$ cat config.mk
export PLATFORM = sky130hd
export DESIGN_NAME = rope_constraint_sweeper
export DESIGN_NICKNAME = d
export VERILOG_FILES = /design/src/rtl/rope_constraint_sweeper.sv
export SDC_FILE = /design/constraint.sdc
export NUM_CORES = 2
export LEC_CHECK = 0
export CAP_MARGIN = 40
export CORE_MARGIN = 2
export CORE_UTILIZATION = 50
export DETAILED_ROUTE_END_ITERATION = 16
export DONT_BUFFER_PORTS = 1
export MAX_ROUTING_LAYER = met4
export PLACE_DENSITY = 0.71
export SLEW_MARGIN = 20
export SYNTH_ARGS = -nofsm -noshare
export SYNTH_HDL_FRONTEND = slang
export SYNTH_SLANG_ARGS = --single-unit
$ cat constraint.sdc
create_clock -name clk -period 38.8 [get_ports clk]
set_input_delay 3.88 -clock clk [delete_from_list [all_inputs] [get_ports clk]]
set_output_delay 3.88 -clock clk [all_outputs]
set_load 0.01 [all_outputs]
$ cat src/rtl/rope_constraint_sweeper.sv
// rope_constraint_sweeper
//
// Holds the rope node positions and runs ITER Gauss-Seidel sweeps of them
// through an external combinational constraint stage. For each node 1..N-1,
// in ascending order, FETCH registers the up/current/down operands. APPLY
// then writes the enforced position returned by the stage back into storage.
// Node 0 is the pinned anchor, and only the host can write it.
//
// Ports
//   clk, rst            clock, asynchronous active-high reset
//   start               begin ITER sweeps (sampled only in IDLE)
//   busy, done          busy in FETCH/APPLY; done is a one-cycle pulse in DONE
//   wr_en/wr_addr/wr_x/wr_y  host write (IDLE or DONE only, in-range addr only)
//   rd_addr, rd_x/rd_y  host read, registered, 0 for out-of-range addr
//   ec_up_*, ec_*, ec_down_*, ec_is_last  registered operands to the stage
//   ec_x_enf, ec_y_enf  enforced position from the stage (combinational)
//   dbg_state           current FSM state (IDLE=0, FETCH=1, APPLY=2, DONE=3)
//
// Handshake: there is no valid/ready pair. start is a level that the design
// samples on the rising edge only while it is in IDLE. busy covers the whole
// run, and done marks its completion for exactly one cycle.
module rope_constraint_sweeper #(
  parameter int N_NODES = 16,
  parameter int ADDR_W  = 4,
  parameter int ITER    = 4
) (
  input  logic              clk,
  input  logic              rst,
  input  logic              start,
  output logic              busy,
  output logic              done,
  input  logic              wr_en,
  input  logic [ADDR_W-1:0] wr_addr,
  input  logic [31:0]       wr_x,
  input  logic [31:0]       wr_y,
  input  logic [ADDR_W-1:0] rd_addr,
  output logic [31:0]       rd_x,
  output logic [31:0]       rd_y,
  output logic [31:0]       ec_up_x,
  output logic [31:0]       ec_up_y,
  output logic [31:0]       ec_x,
  output logic [31:0]       ec_y,
  output logic [31:0]       ec_down_x,
  output logic [31:0]       ec_down_y,
  output logic              ec_is_last,
  input  logic [31:0]       ec_x_enf,
  input  logic [31:0]       ec_y_enf,
  output logic [1:0]        dbg_state
);

  typedef enum logic [1:0] {
    IDLE  = 2'd0,
    FETCH = 2'd1,
    APPLY = 2'd2,
    DONE  = 2'd3
  } state_t;

  // Array index width is sized to the storage, not to the host address bus,
  // so that a wider ADDR_W never produces out-of-range array indexing.
  localparam int IW = (N_NODES > 1) ? $clog2(N_NODES) : 1;
  localparam int SW = (ITER > 1) ? $clog2(ITER) : 1;
  localparam logic [ADDR_W-1:0] LAST_IDX   = ADDR_W'(N_NODES - 1);
  localparam logic [SW-1:0]     LAST_SWEEP = SW'(ITER - 1);
  localparam logic [ADDR_W:0]   N_EXT      = (ADDR_W + 1)'(N_NODES);

  state_t state_q, state_d;

  logic [ADDR_W-1:0] idx_q;
  logic [SW-1:0]     sweep_q;

  logic [31:0] node_x [N_NODES];
  logic [31:0] node_y [N_NODES];

  logic [IW-1:0] cur_i, up_i, down_i, wr_i, rd_i;
  logic          is_last, last_sweep, wr_ok, rd_ok;

  assign cur_i      = idx_q[IW-1:0];
  assign up_i       = cur_i - IW'(1);
  assign is_last    = (idx_q == LAST_IDX);
  // The last node has no lower neighbour, so it is presented as its own down.
  assign down_i     = is_last ? cur_i : cur_i + IW'(1);
  assign last_sweep = (sweep_q == LAST_SWEEP);

  assign wr_i  = wr_addr[IW-1:0];
  assign rd_i  = rd_addr[IW-1:0];
  assign wr_ok = wr_en && ((state_q == IDLE) || (state_q == DONE)) &&
                 ({1'b0, wr_addr} < N_EXT);
  assign rd_ok = ({1'b0, rd_addr} < N_EXT);

  assign busy      = (state_q == FETCH) || (state_q == APPLY);
  assign done      = (state_q == DONE);
  assign dbg_state = state_q;

  // State register
  always_ff @(posedge clk or posedge rst) begin
    if (rst) begin
      state_q <= IDLE;
    end else begin
      state_q <= state_d;
    end
  end

  // Next-state logic
  always_comb begin
    state_d = state_q;
    case (state_q)
      IDLE:    if (start) state_d = FETCH;
      FETCH:   state_d = APPLY;
      APPLY:   state_d = (is_last && last_sweep) ? DONE : FETCH;
      DONE:    state_d = IDLE;
      default: state_d = IDLE;
    endcase
  end

  // Counters, node storage, operand and read registers
  always_ff @(posedge clk or posedge rst) begin
    if (rst) begin
      idx_q      <= ADDR_W'(1);
      sweep_q    <= '0;
      for (int i = 0; i < N_NODES; i++) begin
        node_x[i] <= '0;
        node_y[i] <= '0;
      end
      rd_x       <= '0;
      rd_y       <= '0;
      ec_up_x    <= '0;
      ec_up_y    <= '0;
      ec_x       <= '0;
      ec_y       <= '0;
      ec_down_x  <= '0;
      ec_down_y  <= '0;
      ec_is_last <= 1'b0;
    end else begin
      // The read sees storage before any write on this same edge.
      rd_x <= rd_ok ? node_x[rd_i] : '0;
      rd_y <= rd_ok ? node_y[rd_i] : '0;

      case (state_q)
        IDLE: begin
          if (start) begin
            idx_q   <= ADDR_W'(1);
            sweep_q <= '0;
          end
        end
        FETCH: begin
          ec_up_x    <= node_x[up_i];
          ec_up_y    <= node_y[up_i];
          ec_x       <= node_x[cur_i];
          ec_y       <= node_y[cur_i];
          ec_down_x  <= node_x[down_i];
          ec_down_y  <= node_y[down_i];
          ec_is_last <= is_last;
        end
        APPLY: begin
          node_x[cur_i] <= ec_x_enf;
          node_y[cur_i] <= ec_y_enf;
          if (!is_last) begin
            idx_q <= idx_q + ADDR_W'(1);
          end else if (!last_sweep) begin
            sweep_q <= sweep_q + SW'(1);
            idx_q   <= ADDR_W'(1);
          end
        end
        default: ;
      endcase

      // Host writes are only accepted in IDLE/DONE. The sweep never writes
      // in those states, so both write sources are mutually exclusive.
      if (wr_ok) begin
        node_x[wr_i] <= wr_x;
        node_y[wr_i] <= wr_y;
      end
    end
  end

endmodule

==> run_results.csv <==
group,metric,value,unit
synth,syn_avg_cell_area,12.1,um^2
power_and_ir_drop,intPower,5220,uW
worst_hold_path,hp-class,"reg -> reg",
detailed_routing,via_per_inst,7.37,
clocking,clkTransAtPathRegs,0.06,ns
setup_path,cp_cell_sequence,"buf_4 -> buf_4 -> buf_12 -> ha_1 -> nand2_1 -> a21o_4 -> buf_4 -> nor2_4 -> buf_4 -> a22oi_1 -> a31oi_1",
finish,final_cell_mix,"1286 x dfrtp_1, 1216 x mux2i_1, 1088 x mux4_2",
flow_run,cap_violations,0,
synth,syn_area,87400,um^2
detailed_routing,wl_per_cell,35.3,um
timing,fin_worst_skew,0.0472,ns
die,dieWidth,422,um
timing,post-route-min-period,6.78,ns
detailed_routing,wl,322000,um
timing,max_freq,147,MHz
timing,tightestPinTransition,1.06,ns
finish,final_cell_area,95200,um^2
power_and_ir_drop,power_density,89.8,nW/um^2
clocking,max-clock-path-buffers,3,
die,initial_core_util,50.3,%
setup_path,setup.worst_path.start_class,"flip-flop",
place,dp_hpwl,188000,um
die,core_area,174000,um^2
setup_path,path_common_cell,"buf_4",
clocking,clk_latency,0.84,ns
global_route,grt-ovfl-total,0,
global_route,antenna_found_initial,12,
finish,area_growth_syn_to_layout,8.87,%
detailed_routing,antenna_left,0,
clocking,holdBufCountCts,0,
timing,rsz0062_at_grt,"no",
die,dieArea,178000,um^2
power_and_ir_drop,pwr-share-comb,47.8,%
clocking,post_cts_resized,0,
finish,fin_nets,6836,
setup_path,crit_slowest_cell,"dfrtp_4",
finish,drive_gt1_share,27.4,%
clocking,htree_levels,4,
timing,hold_viol,0,
place,port_buffers,0,
global_route,grt_pass1_wl,467000,um
outcome,status,"completed",
synth,syn-num-nets,7363,
setup_path,critical_path_class,"reg -> reg",
clocking,cts_setup_buffers,0,
timing,max-slew-margin-rel,29.3,%
die,pin_count,401,
timing,tns,0,ns
synth,ys_ff_latch,1289,
power_and_ir_drop,cellLeakagePower,0.0405,uW
synth,synth_cells,7211,
finish,final_common_cell,"dfrtp_1",
timing,setup_violations,0,
power_and_ir_drop,p_switching,3330,uW
detailed_routing,drtPass1Iterations,8,
finish,n_fill_cell,14100,
synth,yosysSeqAreaShare,36.9,%
synth,synth.distinct_cells,44,
clocking,cts_tree,"built",
global_route,grt_pass1_vias,66000,
power_and_ir_drop,ir_drop,0.0000798,V
power_and_ir_drop,pwr-share-seq,34.4,%
detailed_routing,vias,67400,
clocking,cts.sinks,1289,
detailed_routing,drc_errors,0,
setup_path,worst-path-max-fanout,40,
clocking,cts_buffers,147,
power_and_ir_drop,switching_share,39.0,%
global_route,grt_start_max_net_pins,257,
die,die_h,422,um
setup_path,crit_path_end_kind,"flip-flop",
synth,yosys_warnings,0,
global_route,grt_usage,36.8,%
detailed_routing,drt_iter0_drc,10400,
die,row_count,153,
worst_hold_path,hold_depth,1,
timing,post-route-period-util,17.5,%
setup_path,cp.arrival,7.50,ns
setup_path,rr_worst_depth,11,
setup_path,cp_slowest_stage_delay,0.88,ns
setup_path,crit_required,39.52,ns
place,place_area,89500,um^2
clocking,root_buffer,"clkbuf_16",
power_and_ir_drop,clock_power_share,17.9,%
place,place_congestion,0.877,
timing,maxSlewViolCount,0,
## flip-flops by register name, summed over array words and instances (netlist names), 4 cells and up
| register | count |
|---|---|
| rd_x | 32 |
| ec_up_y | 32 |
| ec_x | 32 |
| rd_y | 32 |
| ec_down_x | 32 |
| ec_up_x | 32 |
| node_y | 512 |
| ec_y | 32 |
| cur_i | 4 |
| ec_down_y | 32 |
| node_x | 512 |
## metal layers
layer  wire [um]  vias up  track usage (%)
li1            -    26500                -
met1      107000    33900             44.0
met2      144000     5575             53.6
met3       44600     1398             11.6
met4       26400        0             24.7
met5           0        -                -
## path summary, 6_finish.rpt
path	slack [ns]	to	startpoint
worst max-delay path	32.02	ec_down_x[9]	cur_i[1]
worst min-delay path	0.57	sweep_q[1]	sweep_q[1]
worst max register to register	32.02	ec_down_x[9]	cur_i[1]
worst min register to register	0.57	sweep_q[1]	sweep_q[1]
max in group asynchronous	32.67	ec_up_x[9]	rst
min in group asynchronous	3.01	ec_y[9]	rst
## cell families (layout without fill, tap and decap cells)
| family | count (synthesis) | after routing | synth area share, % |
|---|---|---|---|
| AO/OA/AOI/OAI | 1277 | 1277 | 8.12 |
| buffers and inverters | 882 | 469 | 4.22 |
| multiplexers | 2560 | 2560 | 45.3 |
| adder cells (fa/ha/maj) | 12 | 12 | 0.172 |
| other | 0 | 12 | 0 |
| XOR/XNOR | 2 | 2 | 0.0286 |
| flip-flops | 1289 | 1289 | 36.9 |
| AND/OR/NAND/NOR | 1189 | 1189 | 5.30 |
## cell type report
type | count | area [um^2] | share of cell area [%]
Clock buffer | 200 | 4200 | 4.41
Multi-Input combinational cell | 5040 | 51800 | 54.5
Timing Repair Buffer | 198 | 2840 | 2.99
Inverter | 8 | 41.3 | 0.0434
Clock inverter | 63 | 1030 | 1.09
Antenna cell | 12 | 30.0 | 0.0316
Tap cell | 2325 | 2910 | 3.06
Sequential cell | 1289 | 32300 | 33.9
## power by group through the flow
stage | Clock [uW] | Sequential [uW] | Combinational (uW)
after floorplan | 0 | 2590 | 3100
after global routing | 1590 | 3020 | 4260
final | 1530 | 2940 | 4080
after detailed placement | 0 | 2910 | 3980
after global placement | 0 | 2840 | 3820
after CTS | 1540 | 2900 | 4000
## synthesized netlist by cell type, drive strengths merged
| master | number | area (um^2) |
|---|---|---|
| nand4 | 2 | 12.5 |
| nor2 | 649 | 2440 |
| nor2b | 5 | 31.3 |
| nand4b | 2 | 17.5 |
| or3 | 1 | 6.26 |
| buf | 345 | 1670 |
| o221ai | 64 | 561 |
| nor3 | 1 | 5.00 |
| nand3 | 7 | 35.0 |
| a221oi | 37 | 324 |
| a41oi | 1 | 16.3 |
| and4 | 1 | 8.76 |
| o31ai | 1 | 7.51 |
| nand2 | 476 | 1790 |
| and2 | 3 | 18.8 |
| dfstp | 1 | 26.3 |
| nand2b | 2 | 12.5 |
| nor4bb | 2 | 20.0 |
| a22oi | 101 | 758 |
| mux2i | 1216 | 12200 |
| o22a | 1 | 8.76 |
| clkbuf | 529 | 1990 |
| o21ai | 391 | 1960 |
| a31oi | 29 | 181 |
| inv | 7 | 26.3 |
| and3 | 7 | 43.8 |
| o41ai | 1 | 8.76 |
| mux4 | 1088 | 24500 |
| mux2 | 256 | 2880 |
| a21oi | 645 | 3230 |
| xnor2 | 2 | 25.0 |
| a21o | 2 | 15.0 |
| ha | 12 | 150 |
| nor4b | 1 | 8.76 |
| or2 | 27 | 169 |
| a22o | 4 | 35.0 |
| clkinv | 1 | 3.75 |
| dfrtp | 1288 | 32200 |
| nor3b | 3 | 22.5 |
## stage by stage
| stage | setup slack [ns] | utilization (%) | instances | power, uW | hold slack, ns |
|---|---|---|---|---|---|
| after floorplan | 17.10 | - | 7211 | 5690 | 0.485 |
| after global placement | 31.12 | 50.6 | 8783 | 6660 | 0.502 |
| after detailed placement | 31.68 | 51.5 | 8843 | 6890 | 0.537 |
| after CTS | 32.48 | 54.5 | 9106 | 8430 | 0.552 |
| after global routing | 32.20 | 54.7 | 9133 | 8870 | 0.577 |
| final | 32.02 | 54.7 | 9135 | 8550 | 0.575 |
## worst max-delay path: cells and delay by family, from the launching register on
kind,cells,cell delay [ns]
buffers and inverters,5,2.95
DFF,1,0.88
adders and majority gates,1,0.58
and+or+nand+nor,2,1.01
AOI/OAI and AO/OA,3,0.97
No activity file was read; power rests on OpenSTA's default activity.
